## config.mk

```make
export PLATFORM = sky130hd
export DESIGN_NAME = input_conditioner_flat
export DESIGN_NICKNAME = d
export VERILOG_FILES = /design/src/rtl/input_conditioner_if.sv /design/src/rtl/input_conditioner.sv /design/src/flat_wrapper.sv
export SDC_FILE = /design/constraint.sdc
export NUM_CORES = 1
export LEC_CHECK = 0
export CELL_PAD_IN_SITES_DETAIL_PLACEMENT = 1
export CELL_PAD_IN_SITES_GLOBAL_PLACEMENT = 2
export CORE_ASPECT_RATIO = 1.25
export CORE_MARGIN = 5
export CORE_UTILIZATION = 36
export CTS_CLUSTER_SIZE = 10
export DETAILED_ROUTE_END_ITERATION = 8
export PLACE_DENSITY = 0.83
export SYNTH_ARGS = -nofsm -noshare
export SYNTH_HDL_FRONTEND = slang
export SYNTH_SLANG_ARGS = --single-unit
```

## constraint.sdc

```tcl
create_clock -name Slow_Clock -period 6.9 [get_ports Slow_Clock]
set_input_delay 0.69 -clock Slow_Clock [delete_from_list [all_inputs] [get_ports Slow_Clock]]
set_output_delay 0.69 -clock Slow_Clock [all_outputs]
set_load 0.02 [all_outputs]
```

## src/rtl/input_conditioner_if.sv

```systemverilog
// Raw button/switch inputs and their conditioned outputs, bundled between the
// board-facing source and the conditioner.
interface input_conditioner_if;
  logic        Raw_Key;
  logic [17:0] Raw_Switches;
  logic        Confirm;
  logic [17:0] Switches;
  logic        Press_Pulse;
  logic        Release_Pulse;
  logic        Switch_Changed;

  modport master (
    output Raw_Key, Raw_Switches,
    input  Confirm, Switches, Press_Pulse, Release_Pulse, Switch_Changed
  );

  modport slave (
    input  Raw_Key, Raw_Switches,
    output Confirm, Switches, Press_Pulse, Release_Pulse, Switch_Changed
  );
endinterface

```

## src/rtl/input_conditioner.sv

```systemverilog
// Synchronizes and debounces a push button and an 18-bit switch bank; the
// switch word is frozen while the key is confirmed so the IO stage sees it stable.
module input_conditioner #(
  parameter int unsigned DEBOUNCE_CYCLES = 4,
  parameter int unsigned SYNC_STAGES     = 2
) (
  input  logic                Slow_Clock,
  input  logic                Reset_N,
  input_conditioner_if.slave  io
);

  localparam int unsigned SW_W     = 18;
  localparam logic [15:0] CNT_LAST = 16'(DEBOUNCE_CYCLES - 1);
  localparam logic [15:0] CNT_PREV = 16'(DEBOUNCE_CYCLES - 2);

  typedef enum logic [1:0] {
    IDLE         = 2'd0,
    PRESS_WAIT   = 2'd1,
    PRESSED      = 2'd2,
    RELEASE_WAIT = 2'd3
  } key_state_t;

  // Assertion is immediate; release reaches the logic two edges later.
  logic [1:0] rst_sync_reg;
  logic       rst_n;

  always_ff @(posedge Slow_Clock or negedge Reset_N) begin
    if (!Reset_N) rst_sync_reg <= 2'b00;
    else          rst_sync_reg <= {rst_sync_reg[0], 1'b1};
  end

  assign rst_n = rst_sync_reg[1];

  logic [SYNC_STAGES-1:0] key_sync_reg;
  logic                   key_s;
  logic [SW_W-1:0]        sw_s;

  always_ff @(posedge Slow_Clock or negedge rst_n) begin
    if (!rst_n) key_sync_reg <= '1;
    else        key_sync_reg <= {key_sync_reg[SYNC_STAGES-2:0], io.Raw_Key};
  end

  assign key_s = ~key_sync_reg[SYNC_STAGES-1];

  genvar gi;
  generate
    for (gi = 0; gi < SW_W; gi++) begin : g_sw_sync
      logic [SYNC_STAGES-1:0] chain_reg;

      always_ff @(posedge Slow_Clock or negedge rst_n) begin
        if (!rst_n) chain_reg <= '0;
        else        chain_reg <= {chain_reg[SYNC_STAGES-2:0], io.Raw_Switches[gi]};
      end

      assign sw_s[gi] = chain_reg[SYNC_STAGES-1];
    end
  endgenerate

  key_state_t  state_reg, state_next;
  logic [15:0] cnt_reg, cnt_next;
  logic        confirm_reg, confirm_next;
  logic        press_pulse_reg, press_pulse_next;
  logic        release_pulse_reg, release_pulse_next;

  always_ff @(posedge Slow_Clock or negedge rst_n) begin
    if (!rst_n) begin
      state_reg         <= IDLE;
      cnt_reg           <= '0;
      confirm_reg       <= 1'b0;
      press_pulse_reg   <= 1'b0;
      release_pulse_reg <= 1'b0;
    end else begin
      state_reg         <= state_next;
      cnt_reg           <= cnt_next;
      confirm_reg       <= confirm_next;
      press_pulse_reg   <= press_pulse_next;
      release_pulse_reg <= release_pulse_next;
    end
  end

  always_comb begin
    state_next         = state_reg;
    cnt_next           = cnt_reg;
    confirm_next       = confirm_reg;
    press_pulse_next   = 1'b0;
    release_pulse_next = 1'b0;
    case (state_reg)
      IDLE: begin
        if (key_s) begin
          state_next = PRESS_WAIT;
          cnt_next   = 16'd1;
        end else begin
          cnt_next   = '0;
        end
      end
      PRESS_WAIT: begin
        if (!key_s) begin
          state_next = IDLE;
          cnt_next   = '0;
        end else if (cnt_reg == CNT_LAST) begin
          state_next       = PRESSED;
          confirm_next     = 1'b1;
          press_pulse_next = 1'b1;
          cnt_next         = '0;
        end else begin
          cnt_next = 16'(cnt_reg + 16'd1);
        end
      end
      PRESSED: begin
        if (!key_s) begin
          state_next = RELEASE_WAIT;
          cnt_next   = 16'd1;
        end else begin
          cnt_next   = '0;
        end
      end
      RELEASE_WAIT: begin
        if (key_s) begin
          state_next = PRESSED;
          cnt_next   = '0;
        end else if (cnt_reg == CNT_LAST) begin
          state_next         = IDLE;
          confirm_next       = 1'b0;
          release_pulse_next = 1'b1;
          cnt_next           = '0;
        end else begin
          cnt_next = 16'(cnt_reg + 16'd1);
        end
      end
      default: begin
        state_next = IDLE;
        cnt_next   = '0;
      end
    endcase
  end

  // Freeze tracks the registered Confirm so an update and a press acceptance
  // on the same edge both land, and the word holds until Confirm has fallen.
  logic            freeze;
  logic            sw_equal;
  logic [SW_W-1:0] cand_reg, cand_next;
  logic [15:0]     scnt_reg, scnt_next;
  logic [SW_W-1:0] switches_reg, switches_next;
  logic            sw_changed_reg, sw_changed_next;

  assign freeze   = confirm_reg;
  assign sw_equal = (sw_s == cand_reg);

  always_ff @(posedge Slow_Clock or negedge rst_n) begin
    if (!rst_n) begin
      cand_reg       <= '0;
      scnt_reg       <= '0;
      switches_reg   <= '0;
      sw_changed_reg <= 1'b0;
    end else begin
      cand_reg       <= cand_next;
      scnt_reg       <= scnt_next;
      switches_reg   <= switches_next;
      sw_changed_reg <= sw_changed_next;
    end
  end

  // The count reaching its last value on this edge is enough to accept, so
  // the switch path has the same sync+debounce latency as the key path.
  always_comb begin
    cand_next       = cand_reg;
    scnt_next       = scnt_reg;
    switches_next   = switches_reg;
    sw_changed_next = 1'b0;
    if (!sw_equal) begin
      cand_next = sw_s;
      scnt_next = '0;
    end else begin
      if (scnt_reg != CNT_LAST) scnt_next = 16'(scnt_reg + 16'd1);
      if (scnt_reg >= CNT_PREV && cand_reg != switches_reg && !freeze) begin
        switches_next   = cand_reg;
        sw_changed_next = 1'b1;
      end
    end
  end

  assign io.Confirm        = confirm_reg;
  assign io.Switches       = switches_reg;
  assign io.Press_Pulse    = press_pulse_reg;
  assign io.Release_Pulse  = release_pulse_reg;
  assign io.Switch_Changed = sw_changed_reg;

endmodule
```

## src/flat_wrapper.sv

```systemverilog
// flat-port wrapper written by rule: the top's interface ports become plain ports
module input_conditioner_flat 
#(
  parameter int unsigned DEBOUNCE_CYCLES = 4,
  parameter int unsigned SYNC_STAGES     = 2
)
  (Slow_Clock, Reset_N, io_Raw_Key, io_Raw_Switches, io_Confirm, io_Switches, io_Press_Pulse, io_Release_Pulse, io_Switch_Changed);
  input_conditioner_if io_i ();
  input  logic Slow_Clock;
  input  logic Reset_N;
  input wire logic [$bits(io_i.Raw_Key)-1:0] io_Raw_Key;
  input wire logic [$bits(io_i.Raw_Switches)-1:0] io_Raw_Switches;
  output wire logic [$bits(io_i.Confirm)-1:0] io_Confirm;
  output wire logic [$bits(io_i.Switches)-1:0] io_Switches;
  output wire logic [$bits(io_i.Press_Pulse)-1:0] io_Press_Pulse;
  output wire logic [$bits(io_i.Release_Pulse)-1:0] io_Release_Pulse;
  output wire logic [$bits(io_i.Switch_Changed)-1:0] io_Switch_Changed;
  assign io_i.Raw_Key = io_Raw_Key;
  assign io_i.Raw_Switches = io_Raw_Switches;
  assign io_Confirm = io_i.Confirm;
  assign io_Switches = io_i.Switches;
  assign io_Press_Pulse = io_i.Press_Pulse;
  assign io_Release_Pulse = io_i.Release_Pulse;
  assign io_Switch_Changed = io_i.Switch_Changed;
  input_conditioner #(.DEBOUNCE_CYCLES(DEBOUNCE_CYCLES), .SYNC_STAGES(SYNC_STAGES)) u_core (.Slow_Clock(Slow_Clock), .Reset_N(Reset_N), .io(io_i));
endmodule
```

==> run_results.csv <==
group,metric,value,unit
setup_path,path_class,"reg -> reg",
sta,max_freq,410,MHz
pwr,power,0.00171,W
pwr,p_leak,2.39,nW
sta,min_period,2.44,ns
sta,period_share,35.3,%
synthesis,synth_area,4510,sq um
synthesis,synthesis.instances,352,
setup_path,cp_max_fo,18,
pwr,pwr_density_cell,303,nW/um^2
cells_and_area,nNetsFinal,417,
synthesis,syn_nets,376,
min_path,hold_class,"reg -> reg",
setup_path,timing.rr.start,"u_core.cand_reg[7]$_DFFE_PN0N_",
synthesis,ys_top_cells_by_area,"dfrtp_1 (62%), xnor2_1 (7.0%), xor2_1 (5.4%)",
sta,whs,0.346,ns
synthesis,syn-mean-instance-area,12.8,sq um
clocking,clock_latency,0.41,ns
die,fp.dieArea,14900,sq um
routing,vias,2702,
synthesis,yosysSeqAreaShare,63.3,%
sta,tightest_slew,0.809,ns
cells_and_area,diodes,0,
synthesis,ys_async_sr_fraction,100,%
cells_and_area,fin_area,5660,sq um
setup_path,slowest_stage,"o211ai_4",
synthesis,synth-main-ff-cell,"dfrtp_1",
die,rows,45,
setup_path,crit_buf_inv,0,
clocking,cts_made_buffers,17,
sta,setup-violations-final,0,
routing,firstDrtPassIters,4,
clocking,post_cts_resized,0,
run_status,run_status,"complete, no violations",
setup_path,worstPathArrival,2.72,ns
clocking,clk_path_buf_depth,2,
sta,fin_setup_tns,0,ns
synthesis,yosys_warnings,0,
setup_path,crit_family,"compound AO/OA/AOI/OAI gates",
routing,drtIter0Drc,89,
global_routing,grt_first_pass_wirelength,16100,um
setup_path,r2r_setup_slack,4.46,ns
setup_path,worstPathCellList,"xor2_1 > nor4_1 > nand3_2 > o211ai_4 > mux2_2",
setup_path,rr_endpoint,"u_core.io.Switches[17]$_DFFE_PN0P_",
setup_path,ff2ff_path_depth,5,
global_routing,antenna_found_initial,0,
global_routing,grt_pass1_vias,3152,
global_routing,grt_max_degree,64,
clocking,cts_hold_buf,0,
synthesis,yosysUniqueCellTypes,37,
die,die_h,135,um
setup_path,start_kind,"register",
place,portBuffers,42,
synthesis,yosysTopAreaCellShare,62.1,%
sta,drv_slew,0,
cells_and_area,syn_to_final_growth,25.4,%
die,fp.coreArea,12200,sq um
clocking,clk_pin_slew,0.05,ns
min_path,min_path_cells,0,
pwr,peakVddDrop,0.000166,V
global_routing,grt_usage,14.2,%
routing,postRouteAntennaNets,0,
clocking,cts_max_level,4,
flow_run,drv_cap,0,
clocking,cts_sinks,114,
die,fp.dieW,110,um
routing,vias_per_cell,4.74,
routing,wl_per_cell,16.4,um
die,start_util,36.9,%
clocking,cts_tree,"done",
sta,hold_viol,0,
synthesis,yosys.area.top_type,"dfrtp_1",
routing,route.detailed.drc,0,
setup_path,cp_num_cells,5,
setup_path,worstPathRequired,7.18,ns
min_path,hp-start,"u_core.g_sw_sync[14].chain_reg[0]$_DFF_PN0_",
min_path,holdPathEnd,"u_core.g_sw_sync[14].chain_reg[1]$_DFF_PN0_",
place,hpwlAfterDp,6440,um
synthesis,synth_edf_count,0,
cells_and_area,drive_above_1_share,14.5,%
clocking,post_cts_buffers,0,
sta,rsz0062_at_grt,"no",
clocking,clockRootBuffer,"clkbuf_16",
sta,max_slew_margin,45.8,%
cells_and_area,largest_reg_flops,36,
global_routing,grt_remaining_overflow,0,
routing,routed_wl,9340,um
setup_path,cp-end-kind,"register",
setup_path,slowest_delay,0.71,ns
place,place_ws,4.46,ns
place,place_congestion,0.752,
sta,clock_skew,0.00621,ns
die,pin_count,43,
synthesis,ys_ff_latch,114,
place,place_area,5050,sq um
sta,fin_ws,4.46,ns
==> synth_stat cells (2+ instances only) <==
| master | number |
|---|---|
| a21oi_1 | 4 |
| and3_1 | 5 |
| clkbuf_1 | 20 |
| dfrtp_1 | 112 |
| dfstp_2 | 2 |
| ha_1 | 3 |
| inv_1 | 6 |
| mux2_2 | 8 |
| mux2_4 | 10 |
| nand2_1 | 8 |
| nand2b_1 | 2 |
| nand3_1 | 14 |
| nand3b_1 | 3 |
| nand4_1 | 14 |
| nor2_1 | 39 |
| nor3_1 | 7 |
| nor4_1 | 9 |
| o21ai_0 | 2 |
| or3_1 | 3 |
| or4_4 | 2 |
| xnor2_1 | 36 |
| xor2_1 | 28 |
==> placed cells by master (no fill, tap or decap), drive strengths merged, types with 2 or more instances in the layout <==
| cell | instances |
|---|---|
| and3 | 5 |
| dfstp | 2 |
| nor2 | 40 |
| ha | 3 |
| mux2 | 18 |
| nand3 | 15 |
| clkinvlp | 3 |
| clkbuf | 20 |
| nand4 | 14 |
| bufinv | 3 |
| xnor2 | 36 |
| o21ai | 2 |
| inv | 7 |
| xor2 | 28 |
| dfrtp | 112 |
| nor3 | 7 |
| or3 | 4 |
| clkinv | 5 |
| nand2 | 8 |
| a21oi | 4 |
| clkdlybuf4s50 | 42 |
| or4 | 2 |
| nand3b | 3 |
| nor4 | 9 |
| nand2b | 2 |
==> layout make-up <==
class,count,area [sq um]
Timing Repair Buffer,43,428
Tap cell,164,205
Sequential cell,114,2860
Clock inverter,12,158
Inverter,6,22.5
Multi-Input combinational cell,211,1540
Fill cell,1281,6560
Clock buffer,20,447
==> power breakdown <==
group / total, W / internal (W) / switching, W
registers: 0.000730 / 0.000700 / 0.0000302
logic: 0.0000950 / 0.0000380 / 0.0000571
clock network: 0.000888 / 0.000578 / 0.000310
total: 0.00171 / 0.00132 / 0.000397
==> logic make-up (layout without fill, tap and decap cells) <==
logic type / after synthesis / in the layout / synth area share [%]
flip-flops: 114 / 114 / 63.3
AND/OR/NAND/NOR: 114 / 114 / 13.4
XOR/XNOR: 64 / 64 / 12.4
buffers and inverters: 27 / 81 / 2.61
multiplexers: 19 / 19 / 5.55
AO/OA/AOI/OAI: 10 / 10 / 1.80
adder cells (fa/ha/maj): 3 / 3 / 0.832
other: 1 / 1 / 0.0831
==> worst max-delay path by stage <==
stage                                     start                                 end  slack (ns)
2_1_floorplan  u_core.rst_sync_reg[1]$_DFF_PN0_          asynchronous set/reset pin        3.49
3_3_place_gp     u_core.cand_reg[7]$_DFFE_PN0N_   u_core.io.Switches[0]$_DFFE_PN0P_        4.48
3_5_place_dp     u_core.cand_reg[7]$_DFFE_PN0N_   u_core.io.Switches[4]$_DFFE_PN0P_        4.46
4_1_cts          u_core.cand_reg[7]$_DFFE_PN0N_  u_core.io.Switches[17]$_DFFE_PN0P_        4.43
5_1_grt          u_core.cand_reg[7]$_DFFE_PN0N_   u_core.io.Switches[0]$_DFFE_PN0P_        4.35
6_report         u_core.cand_reg[7]$_DFFE_PN0N_  u_core.io.Switches[17]$_DFFE_PN0P_        4.46
==> layer usage <==
layer	GRT usage [%]	part of all wire (%)	vias up
met5	0	0	-
met4	5.34	1.4	0
met3	4.53	3.8	12
met2	23.9	53	38
met1	16.7	42	1395
li1	-	-	1257
==> per-stage QoR <==
stage / instances / utilization [%]
2_1_floorplan: 352 / -
3_3_place_gp: 538 / 41.4
3_5_place_dp: 538 / 41.4
4_1_cts: 570 / 46.3
5_1_grt: 570 / 46.3
6_report: 570 / 46.3
Power figures use the tool's default switching activity.
